===== src/rtl/std_delay_credit_ctrl.sv =====
// std_delay_credit_ctrl: credit-based valid/ready wrapper around a non-stallable fixed-latency datapath,
// admitting words only when the output FIFO is guaranteed to have room for their return.
module std_delay_credit_ctrl #(
  parameter int  DELAY = 1,
  parameter int  WIDTH = 8,
  parameter type TYPE  = logic [WIDTH-1:0],
  parameter int  DEPTH = 4,
  parameter int  CW    = $clog2(DEPTH + 1)
) (
  input  logic          i_clk,
  input  logic          i_rst,
  input  logic          i_clear,
  input  logic          i_valid,
  output logic          o_ready,
  input  TYPE           i_d,
  output logic          o_dp_valid,
  output TYPE           o_dp_d,
  input  TYPE           i_dp_d,
  output logic          o_valid,
  input  logic          i_ready,
  output TYPE           o_d,
  output logic [CW-1:0] o_credits,
  output logic          o_busy
);
  localparam int AW = DEPTH > 1 ? $clog2(DEPTH) : 1;
  if (DELAY < 1) begin : g_bad_delay
    $error("std_delay_credit_ctrl: DELAY must be >= 1");
  end
  if (DEPTH < 1) begin : g_bad_depth
    $error("std_delay_credit_ctrl: DEPTH must be >= 1");
  end
  logic [DELAY-1:0] vld;
  logic [AW-1:0]    wr_ptr, rd_ptr;
  logic [CW-1:0]    count, credits;
  TYPE              mem [DEPTH];
  logic             accept, pop, ret, push;
  function automatic logic [AW-1:0] nxt(input logic [AW-1:0] p);
    return p == AW'(DEPTH - 1) ? '0 : p + AW'(1);
  endfunction
  // i_rst gates the handshakes so nothing is offered while the async reset is held
  always_comb begin
    o_ready    = i_rst & (credits != '0) & !i_clear;
    o_valid    = i_rst & (count != '0) & !i_clear;
    accept     = i_valid & o_ready;
    pop        = o_valid & i_ready;
    ret        = vld[DELAY-1];
    push       = ret & !i_clear;
    o_dp_valid = accept;
    o_dp_d     = i_d;
    o_d        = mem[rd_ptr];
    o_credits  = credits;
    o_busy     = (count != '0) | (|vld);
  end
  always_ff @(posedge i_clk or negedge i_rst) begin
    if (!i_rst) begin
      vld     <= '0;
      wr_ptr  <= '0;
      rd_ptr  <= '0;
      count   <= '0;
      credits <= CW'(DEPTH);
    end else if (i_clear) begin
      vld     <= '0;
      wr_ptr  <= '0;
      rd_ptr  <= '0;
      count   <= '0;
      credits <= CW'(DEPTH);
    end else begin
      vld     <= DELAY'({vld, accept});
      wr_ptr  <= push ? nxt(wr_ptr) : wr_ptr;
      rd_ptr  <= pop ? nxt(rd_ptr) : rd_ptr;
      count   <= count + CW'(push) - CW'(pop);
      credits <= credits - CW'(accept) + CW'(pop);
    end
  end
  always_ff @(posedge i_clk) begin
    if (push) mem[wr_ptr] <= i_dp_d;
  end
  // a return into a full FIFO means the credit accounting is broken
  assert property (@(posedge i_clk) disable iff (!i_rst) !(ret && count == CW'(DEPTH)))
    else $error("std_delay_credit_ctrl: datapath return while FIFO full");
endmodule


===== config.mk =====
export PLATFORM = sky130hd
export DESIGN_NAME = std_delay_credit_ctrl
export DESIGN_NICKNAME = d
export VERILOG_FILES = /design/src/rtl/std_delay_credit_ctrl.sv
export SDC_FILE = /design/constraint.sdc
export NUM_CORES = 1
export LEC_CHECK = 0
export CORE_ASPECT_RATIO = 0.5
export CORE_MARGIN = 1
export CORE_UTILIZATION = 49
export DETAILED_ROUTE_END_ITERATION = 8
export PLACE_DENSITY = 0.76
export SLEW_MARGIN = 20
export SYNTH_ARGS = -nofsm -noshare
export SYNTH_HDL_FRONTEND = slang
export SYNTH_SLANG_ARGS = --single-unit

===== constraint.sdc =====
create_clock -name i_clk -period 2.7 [get_ports i_clk]
set_clock_uncertainty 0.15 [all_clocks]
set_input_delay 0.81 -clock i_clk [delete_from_list [all_inputs] [get_ports i_clk]]
set_output_delay 0.81 -clock i_clk [all_outputs]
set_load 0.03 [all_outputs]

==> results of run 1 <==
==> cell families (layout without fill, tap and decap cells) <==
family	count (synthesis)	after routing	share of synthesized area (%)
mux	11	11	11.5
flops	43	43	64.4
fa+ha+maj	10	10	7.29
simple gates	28	28	9.64
xor+xnor	5	5	2.28
buf+inv	17	55	4.95
==> how the worst max path moves through the flow <==
stage | startpoint | to
finish | rd_ptr[0] | o_d[6]
global route | i_rst | count[2]
global placement | i_clear | count[2]
detailed placement | i_clear | count[2]
CTS | i_clear | o_dp_valid
floorplan | i_clear | count[2]
==> cells in the mapped netlist (2+ instances only) <==
cell type and instances:
and2_1 5, buf_4 8, dfrtp_1 10, edfxtp_1 32, fa_1 2, ha_1 8
inv_1 6, mux2_4 2, mux4_2 8, nand2b_1 2, nor2_1 8, nor2b_1 5
nor3_1 2, xnor2_1 2, xor2_1 3
==> repair_timing <==
| action | CTS | global route |
|---|---|---|
| buffers inserted | 1 | 0 |
| pin swaps | 1 | 7 |
| hold buffers | 0 | 0 |
| setup endpoints to repair | 13 | 7 |
| resized for setup | 13 | 13 |
==> state kept, by name (all words and copies together), names as in the netlist <==
name	flops
count	3
ret	1
rd_ptr	2
o_credits	3
mem	32
wr_ptr	2
==> routing by layer <==
metal | part of all wire [%] | up-vias | GRT usage (%)
li1 | - | 472 | -
met1 | 45 | 496 | 20.2
met2 | 49 | 31 | 27.4
met3 | 4.4 | 9 | 3.80
met4 | 1.8 | 0 | 6.77
met5 | 0 | - | 0
==> through the flow <==
step	TNS [ns]	hold slack, ns	cells	worst slack [ns]
CTS	0	0.457	203	0.00209
global route	-0.0349	0.472	203	-0.0349
floorplan	-0.0200	0.364	114	-0.0200
detailed placement	-1.80	0.439	194	-0.430
finish	0	0.444	203	0.0519
global placement	-1.61	0.420	194	-0.360
==> cell type report <==
class                           count  area [um^2]
Clock buffer                        6         72.6
Clock inverter                      2         12.5
Fill cell                         259         1130
Inverter                            6         22.5
Multi-Input combinational cell     54          621
Sequential cell                    43         1240
Tap cell                           51         63.8
Timing Repair Buffer               41          427
==> tightest hold or removal path: stages, from the launching register on <==
cell     delay, ns
dfrtp_1       0.39
mux2i_1       0.08
nor2_1        0.08
==> power by group <==
part	leakage [nW]	switching [mW]	internal, mW	total (mW)
Sequential	0.436	0.0188	0.734	0.753
Clock	0.0412	0.218	0.181	0.398
Combinational	0.493	0.128	0.118	0.246
Total	0.970	0.364	1.03	1.40
==> summary.md, run 1 <==
| Metric | Value |
|---|---|
| Post-synth EDFFs | 32 |
| Ys Warns | 0 |
| Pre-antenna DRT Iters | 3 |
| #FFs+latches synth | 43 |
| R2R Path Start | count[1] |
| Ranking of synthesized cells by area | edfxtp_1 (50%), dfrtp_1 (13%), mux4_2 (9.4%) |
| Maxcap violations | 0 |
| Pwr per Cell Area | 569 mW/mm^2 |
| TritonCTS clock tree | yes |
| Root buf cell | clkbuf_8 |
| Final period utilization | 98.1% |
| DR vias/cell | 4.97 |
| Mapped cell area | 0.00192 mm^2 |
| Least-Margin Pin Slew | 0.496 ns |
| Final Instance Area | 0.00246 mm^2 |
| Die W | 90.6 um |
| Min-delay worst type | register to register |
| Pin count of the biggest net entering global routing | 14 |
| Critical path class | register to primary output |
| Clk_lat worst skew | 0.29 ns |
| Post-synth top area share | 50.0% |
| Pwr Total | 1.40 mW |
| CP peak stage delay | 0.50 ns |
| Worst-path maximum fanout | 11 |
| Global-route wire length before repair | 4.78 mm |
| Number of cells on the critical path | 3 |
| Cell family with most CP delay | buffers and inverters |
| Final Net Count | 182 |
| CTS Buf Count | 5 |
| Antenna cell count | 0 |
| Critical Path AT | 1.69 ns |
| Clock sink count | 43 |
| Synth area leader | edfxtp_1 |
| Placed Instance Area | 0.00234 mm^2 |
| Outcome | completed |
| Area growth from synthesis to layout | 27.8% |
| Most frequent cells in the layout | edfxtp_1 (32), clkdlybuf4s50_1 (12), dfrtp_1 (10), buf_4 (10) |
| Pins Over Slew Limit | 0 |
| H-tree depth | 2 |
| Final core occ | 68.5% |
| Starting density of the core | 53.6% |
| Worst setup EP type | primary output |
| Mapped Cells | 114 |
| Hold_sp | wr_ptr[1] |
| Reg2Reg Depth | 11 |
| Syn avg cell area | 16.9 um^2 |
| Flop2flop setup slack | 0.16 ns |
| Startpoint Class | register |
| Routed wire length | 3.13 mm |
| Commonest non-fill, non-tap cell in the layout | edfxtp_1 |
| FF-to-FF End | count[2] |
| Peak VDD IR | 0.310 mV |
| Row Count | 15 |
| Fmax | 378 MHz |
| GRT Residual Overflow | 0 |
| Final hold viol count | 0 |
| Slew HR | 66.7% |
| Remaining DRCs | 0 |
| # IOs | 44 |
| Buffer and inverter count on the worst path | 2 |
| Sequential share of the synthesized area | 64.4% |
| Clock Tree Buf Depth | 2 |
| Antenna Nets Post-Route | 0 |
| Share of cells above drive strength 1 | 30.3% |
| Vias | 1,008 |
| Avg WL per Cell | 15.4 um |
| Tot GR Track Use | 15.9% |
| # setup viols final | 0 |
| Post-synth net total | 145 |
| CP Data Required Time | 1.74 ns |
| Yosys cell types | 26 |
| Post-DP HPWL | 2.14 mm |
| Crit path cell chain | buf_12 > mux4_2 > clkdlybuf4s15_1 |
| Core area | 0.00358 mm^2 |
| Port bufs | 27 |
| Vias in the first global route | 1,002 |
| Most used DFF post-synth | edfxtp_1 |
| Min-Delay Path Depth | 2 |
| Tmin final | 2.65 ns |
| Initial antenna violation count | 0 |
| Lkg Pwr | 0.970 nW |
| CTS clk-pin slew, worst paths | 0.08 ns |
| CP max-delay cell | mux4_2 |
| Initial DRC count | 20 |
| Die ar. | 0.00419 mm^2 |
| End of the worst hold path | wr_ptr[1] |
| Die H | 46.3 um |
| Placer Congestion | 0.719 |
| Async SR Flop Fraction | 25.6% |
No activity file was read; power rests on OpenSTA's default activity.
==> run 2, diff against run 1 <==
--- a/config.mk
+++ b/config.mk
@@ -9,6 +9,8 @@
 export CORE_MARGIN = 1
 export CORE_UTILIZATION = 49
 export DETAILED_ROUTE_END_ITERATION = 8
+export GPL_ROUTABILITY_DRIVEN = 1
+export GPL_TIMING_DRIVEN = 0
 export PLACE_DENSITY = 0.76
 export SLEW_MARGIN = 20
 export SYNTH_ARGS = -nofsm -noshare
==> summary.md, run 2 (synthesized netlist as in run 1, its figures left out) <==
| Metric | Value |
|---|---|
| Outcome | completed (unchanged) |
| Pwr per Cell Area | 565 mW/mm^2 (was 569 mW/mm^2) |
| Critical path class | register to primary output (unchanged) |
| Die ar. | 0.00419 mm^2 (unchanged) |
| Setup WS pre-CTS | -1.11 ns (was -0.430 ns) |
| Pwr Total | 1.39 mW (was 1.40 mW) |
| Setup ws final | 0.0823 ns (was 0.0519 ns) |
| Maxcap violations | 0 (unchanged) |
| Initial antenna violation count | 0 (unchanged) |
| Area growth from synthesis to layout | 28.2% (was 27.8%) |
| Final core occ | 68.7% (was 68.5%) |
| Starting density of the core | 53.6% (unchanged) |
| Die W | 90.6 um (unchanged) |
| Buffer and inverter count on the worst path | 2 (unchanged) |
| Inst Count DP | 200 (was 194) |
| Worst setup EP type | primary output (unchanged) |
| Global-route wire length before repair | 4.55 mm (was 4.78 mm) |
| Avg WL per Cell | 13.9 um (was 15.4 um) |
| Lkg Pwr | 0.991 nW (was 0.970 nW) |
| Cts hold-fix bufs | 0 (unchanged) |
| Root buf cell | clkbuf_8 (unchanged) |
| Sum Neg Setup Slack | 0 ns (unchanged) |
| Critical Path AT | 1.66 ns (was 1.69 ns) |
| Antenna cell count | 0 (unchanged) |
| Row Count | 15 (unchanged) |
| Post-DP HPWL | 1.97 mm (was 2.14 mm) |
| Final Net Count | 192 (was 182) |
| Cell family with most CP delay | multiplexers (was buffers and inverters) |
| CP peak stage delay | 0.52 ns (was 0.50 ns) |
| Clock sink count | 43 (unchanged) |
| Reg with most FFs | mem (unchanged) |
| Routed wire length | 2.96 mm (was 3.13 mm) |
| CTS clk-pin slew, worst paths | 0.08 ns (about the same) |
| Port bufs | 35 (was 27) |
| Vias in the first global route | 991 (was 1,002) |
| Initial DRC count | 26 (was 20) |
| Pin count of the biggest net entering global routing | 14 (unchanged) |
| CP max-delay cell | mux4_2 (unchanged) |
| Tmin final | 2.62 ns (was 2.65 ns) |
| Slew HR | 67.4% (was 66.7%) |
| GRT Residual Overflow | 0 (unchanged) |
| Peak VDD IR | 0.239 mV (was 0.310 mV) |
| H-tree depth | 2 (unchanged) |
| Tot GR Track Use | 15.3% (was 15.9%) |
| Placer Congestion | 0.739 (was 0.719) |
| Core area | 0.00358 mm^2 (unchanged) |
| Fill cell count | 245 (was 259) |
| # setup viols final | 0 (unchanged) |
| CP Data Required Time | 1.74 ns (about the same) |
| Final period utilization | 97.0% (was 98.1%) |
| Crit path cell chain | buf_6 > mux4_2 > clkdlybuf4s15_2 (was buf_12 > mux4_2 > clkdlybuf4s15_1) |
| Vias | 1,043 (was 1,008) |
| Pre-antenna DRT Iters | 3 (unchanged) |
| Final hold viol count | 0 (unchanged) |
| Clk_lat worst skew | 0.29 ns (about the same) |
| Antenna Nets Post-Route | 0 (unchanged) |
| Pins Over Slew Limit | 0 (unchanged) |
| CTS Buf Count | 5 (unchanged) |
| Layout Cells excl Fill | 213 (was 203) |
| Die H | 46.3 um (unchanged) |
| DR vias/cell | 4.90 (was 4.97) |
| Startpoint Class | register (unchanged) |
| Share of cells above drive strength 1 | 34.6% (was 30.3%) |
| Min-delay worst type | input port to asynchronous set/reset pin (was register to register) |
| Worst-path maximum fanout | 10 (was 11) |
| Remaining DRCs | 0 (unchanged) |
| Least-Margin Pin Slew | 0.485 ns (was 0.496 ns) |
| Commonest non-fill, non-tap cell in the layout | edfxtp_1 (unchanged) |
| Max reg flops | 32 (unchanged) |
| # IOs | 44 (unchanged) |
| Clock Tree Buf Depth | 2 (unchanged) |
| Fmax | 382 MHz (was 378 MHz) |
| TritonCTS clock tree | yes (unchanged) |
| Most frequent cells in the layout | edfxtp_1 (32), clkdlybuf4s50_1 (20), buf_4 (15) (was edfxtp_1 (32), clkdlybuf4s50_1 (12), dfrtp_1 (10), buf_4 (10)) |
## run 2: changes by cell type in the layout (fill, tap and decap cells not counted), moves of 2 or more
cell	previous run	this run
clkbuf_2	2	8
clkdlybuf4s15_1	3	0
buf_12	5	0
dlygate4sd2_1	5	0
clkdlybuf4s50_1	12	20
buf_4	10	15
buf_2	0	2
## run 2: layout make-up
type | count | area (um^2) | share of cell area, %
Multi-Input combinational cell | 54 | 619 | 25.1
Tap cell | 51 | 63.8 | 2.59
Clock buffer | 6 | 72.6 | 2.95
Sequential cell | 43 | 1240 | 50.2
Inverter | 6 | 22.5 | 0.914
Clock inverter | 2 | 12.5 | 0.508
Buffer | 10 | 85.1 | 3.45
Timing Repair Buffer | 41 | 350 | 14.2
## run 2: final timing paths
kind                            from      endpoint  slack (ns)  depth (start not counted)
min in group i_clk         wr_ptr[1]     wr_ptr[1]        0.45                          2
min reg2reg                wr_ptr[1]     wr_ptr[1]        0.45                          2
min                            i_rst           ret        0.20                          1
max in group asynchronous      i_rst  o_credits[2]        1.96                          1
max reg2reg                 count[1]      count[2]        0.29                         10
max                        rd_ptr[0]        o_d[6]        0.08                          3
## run 2: metal layers
layer,global-route usage [%],up-vias,routed length [um]
met5,0,-,0
met4,7.74,0,45
met3,4.13,6,173
met1,17.7,506,1330
li1,-,493,-
met2,27.6,38,1410
## run 2: where the power goes
| part | switching, mW | internal (mW) | total [mW] |
|---|---|---|---|
| registers | 0.0194 | 0.734 | 0.753 |
| clock network | 0.207 | 0.181 | 0.388 |
| logic | 0.133 | 0.119 | 0.251 |
| total | 0.359 | 1.03 | 1.39 |
## run 2: repair_timing
item | CTS | global route
buffers inserted | 2 | 4
endpoints found under the setup margin | 18 | 9
resized for setup | 43 | 22
pin swaps | 2 | 4
## run 2: metrics by stage
stage / area (um^2) / hold WS, ns
after floorplan: 1920 / 0.364
after global placement: 2340 / 0.419
after detailed placement: 2340 / 0.433
after CTS: 2450 / 0.251
after global routing: 2460 / 0.202
final: 2460 / 0.203
==> run 3, diff against run 2 <==
--- a/config.mk
+++ b/config.mk
@@ -12,6 +12,7 @@
 export GPL_ROUTABILITY_DRIVEN = 1
 export GPL_TIMING_DRIVEN = 0
 export PLACE_DENSITY = 0.76
+export REMOVE_ABC_BUFFERS = 1
 export SLEW_MARGIN = 20
 export SYNTH_ARGS = -nofsm -noshare
 export SYNTH_HDL_FRONTEND = slang
==> summary.md, run 3 (synthesized netlist as in run 1, its figures left out) <==
| Metric | Value |
|---|---|
| Outcome | completed (unchanged) |
| Crit path cell chain | clkdlybuf4s50_1 > nor3b_4 > buf_6 (was buf_6 > mux4_2 > clkdlybuf4s15_2) |
| Pre-antenna DRT Iters | 4 (was 3) |
| Row Count | 15 (unchanged) |
| R2R Path Start | count[1] (unchanged) |
| Pin count of the biggest net entering global routing | 15 (was 14) |
| Vias in the first global route | 935 (was 991) |
| Worst-path maximum fanout | 3 (was 10) |
| Clock sink count | 43 (unchanged) |
| Area growth from synthesis to layout | 22.1% (was 28.2%) |
| Final period utilization | 98.1% (was 97.0%) |
| Critical Path AT | 1.69 ns (was 1.66 ns) |
| Share of cells above drive strength 1 | 30.3% (was 34.6%) |
| Min-delay worst type | input port to asynchronous set/reset pin (unchanged) |
| Die ar. | 0.00419 mm^2 (unchanged) |
| Routed wire length | 2.88 mm (was 2.96 mm) |
| Final Net Count | 172 (was 192) |
| Fmax | 378 MHz (was 382 MHz) |
| Tot GR Track Use | 15.6% (was 15.3%) |
| Sum Neg Setup Slack | 0 ns (unchanged) |
| Vias | 955 (was 1,043) |
| Port bufs | 27 (was 35) |
| Worst setup EP type | primary output (unchanged) |
| Critical path class | input port to primary output (was register to primary output) |
| Initial antenna violation count | 0 (unchanged) |
| Lkg Pwr | 0.919 nW (was 0.991 nW) |
| Post-DP HPWL | 1.86 mm (was 1.97 mm) |
| Reg2Reg Depth | 10 (unchanged) |
| Root buf cell | clkbuf_8 (unchanged) |
| Antenna cell count | 0 (unchanged) |
| FF-to-FF End | count[2] (unchanged) |
| Antenna Nets Post-Route | 0 (unchanged) |
| Die W | 90.6 um (unchanged) |
| Initial DRC count | 39 (was 26) |
| Peak VDD IR | 0.460 mV (was 0.239 mV) |
| Pwr Total | 1.47 mW (was 1.39 mW) |
| Max reg flops | 32 (unchanged) |
| CP max-delay cell | clkdlybuf4s50_1 (was mux4_2) |
| Fill cell count | 259 (was 245) |
| # IOs | 44 (unchanged) |
| Clk_lat worst skew | 0.29 ns (about the same) |
| Commonest non-fill, non-tap cell in the layout | edfxtp_1 (unchanged) |
| Starting density of the core | 53.6% (unchanged) |
| Remaining DRCs | 0 (unchanged) |
| CP Data Required Time | 1.74 ns (about the same) |
| Most frequent cells in the layout | edfxtp_1 (32), clkdlybuf4s50_1 (12), dfrtp_1 (9) (was edfxtp_1 (32), clkdlybuf4s50_1 (20), buf_4 (15)) |
| CP peak stage delay | 0.47 ns (was 0.52 ns) |
| # setup viols final | 0 (unchanged) |
| CTS clk-pin slew, worst paths | 0.08 ns (about the same) |
| TritonCTS clock tree | yes (unchanged) |
| Maxcap violations | 0 (unchanged) |
| GRT Residual Overflow | 0 (unchanged) |
| Clock Tree Buf Depth | 2 (unchanged) |
| Global-route wire length before repair | 4.55 mm (about the same) |
| Die H | 46.3 um (unchanged) |
| Tmin final | 2.65 ns (was 2.62 ns) |
| Final Instance Area | 0.00235 mm^2 (was 0.00246 mm^2) |
| Startpoint Class | input port (was register) |
| Final hold viol count | 0 (unchanged) |
| Placed Instance Area | 0.00218 mm^2 (was 0.00234 mm^2) |
| Least-Margin Pin Slew | 0.484 ns (was 0.485 ns) |
| H-tree depth | 2 (unchanged) |
| DR vias/cell | 4.95 (was 4.90) |
| CTS Buf Count | 5 (unchanged) |
| Pwr per Cell Area | 625 mW/mm^2 (was 565 mW/mm^2) |
| Core area | 0.00358 mm^2 (unchanged) |
| Pins Over Slew Limit | 0 (unchanged) |
| Placer Congestion | 0.699 (was 0.739) |
| Flop2flop setup slack | 0.30 ns (was 0.29 ns) |
| Avg WL per Cell | 14.9 um (was 13.9 um) |
| Slew HR | 67.5% (was 67.4%) |
| Reg with most FFs | mem (unchanged) |
-- run 3: changes by cell type in the layout (fill, tap and decap cells not counted), moves of 4 or more --
cell and delta:
clkbuf_2 -5, dlygate4sd2_1 +4, clkdlybuf4s50_1 -8, buf_4 -11
-- run 3: where the power goes --
part	leakage (nW)	internal [mW]	switching (mW)
registers	0.435	0.734	0.0201
logic	0.427	0.100	0.117
clock network	0.0581	0.275	0.221
total	0.919	1.11	0.358
-- run 3: worst max-delay path by stage --
stage                   start         end  slack, ns  depth (start not counted)
global placement        i_rst  o_dp_valid      -1.09                          4
global route        rd_ptr[0]      o_d[4]   -0.00003                          3
finish                i_valid  o_dp_valid       0.05                          3
floorplan             i_clear    count[2]      -0.04                         10
detailed placement      i_rst    count[2]      -1.13                         11
CTS                   i_valid  o_dp_valid      0.004                          3
-- run 3: layer usage --
layer	GRT usage, %	wire length [um]	up-vias
met1	19.3	1330	461
li1	-	-	456
met3	5.94	163	5
met5	0	0	-
met2	24.2	1320	33
met4	9.68	67	0
-- run 3: worst max-delay path: cells and delay by family --
| kind | cells | cell delay (ns) |
|---|---|---|
| buffers and inverters | 2 | 0.64 |
| AND/OR/NAND/NOR | 1 | 0.24 |
-- run 3: what timing repair did --
item	4_1_cts	5_1_grt
pin swaps	1	4
gates resized for setup	35	23
hold buffers	0	0
endpoints found under the setup margin	18	7
setup buffers	4	0
cloned	0	0
-- run 3: layout make-up --
type | count | area (um^2) | area share, %
tap | 51 | 63.8 | 2.72
clock buffer | 5 | 68.8 | 2.93
sequential | 43 | 1240 | 52.8
multi-input combinational | 54 | 631 | 26.9
clock inverter | 3 | 43.8 | 1.87
inverter | 6 | 22.5 | 0.959
timing repair buffer | 31 | 279 | 11.9
-- run 3: through the flow --
stage / utilization, % / cells / hold slack (ns) / setup slack, ns
after floorplan: - / 103 / 0.364 / -0.0403
after global placement: 60.9 / 181 / 0.417 / -1.09
after detailed placement: 60.9 / 181 / 0.426 / -1.13
after CTS: 64.4 / 193 / 0.244 / 0.00398
after global routing: 65.5 / 193 / 0.195 / -0.0000264
final: 65.5 / 193 / 0.194 / 0.0524
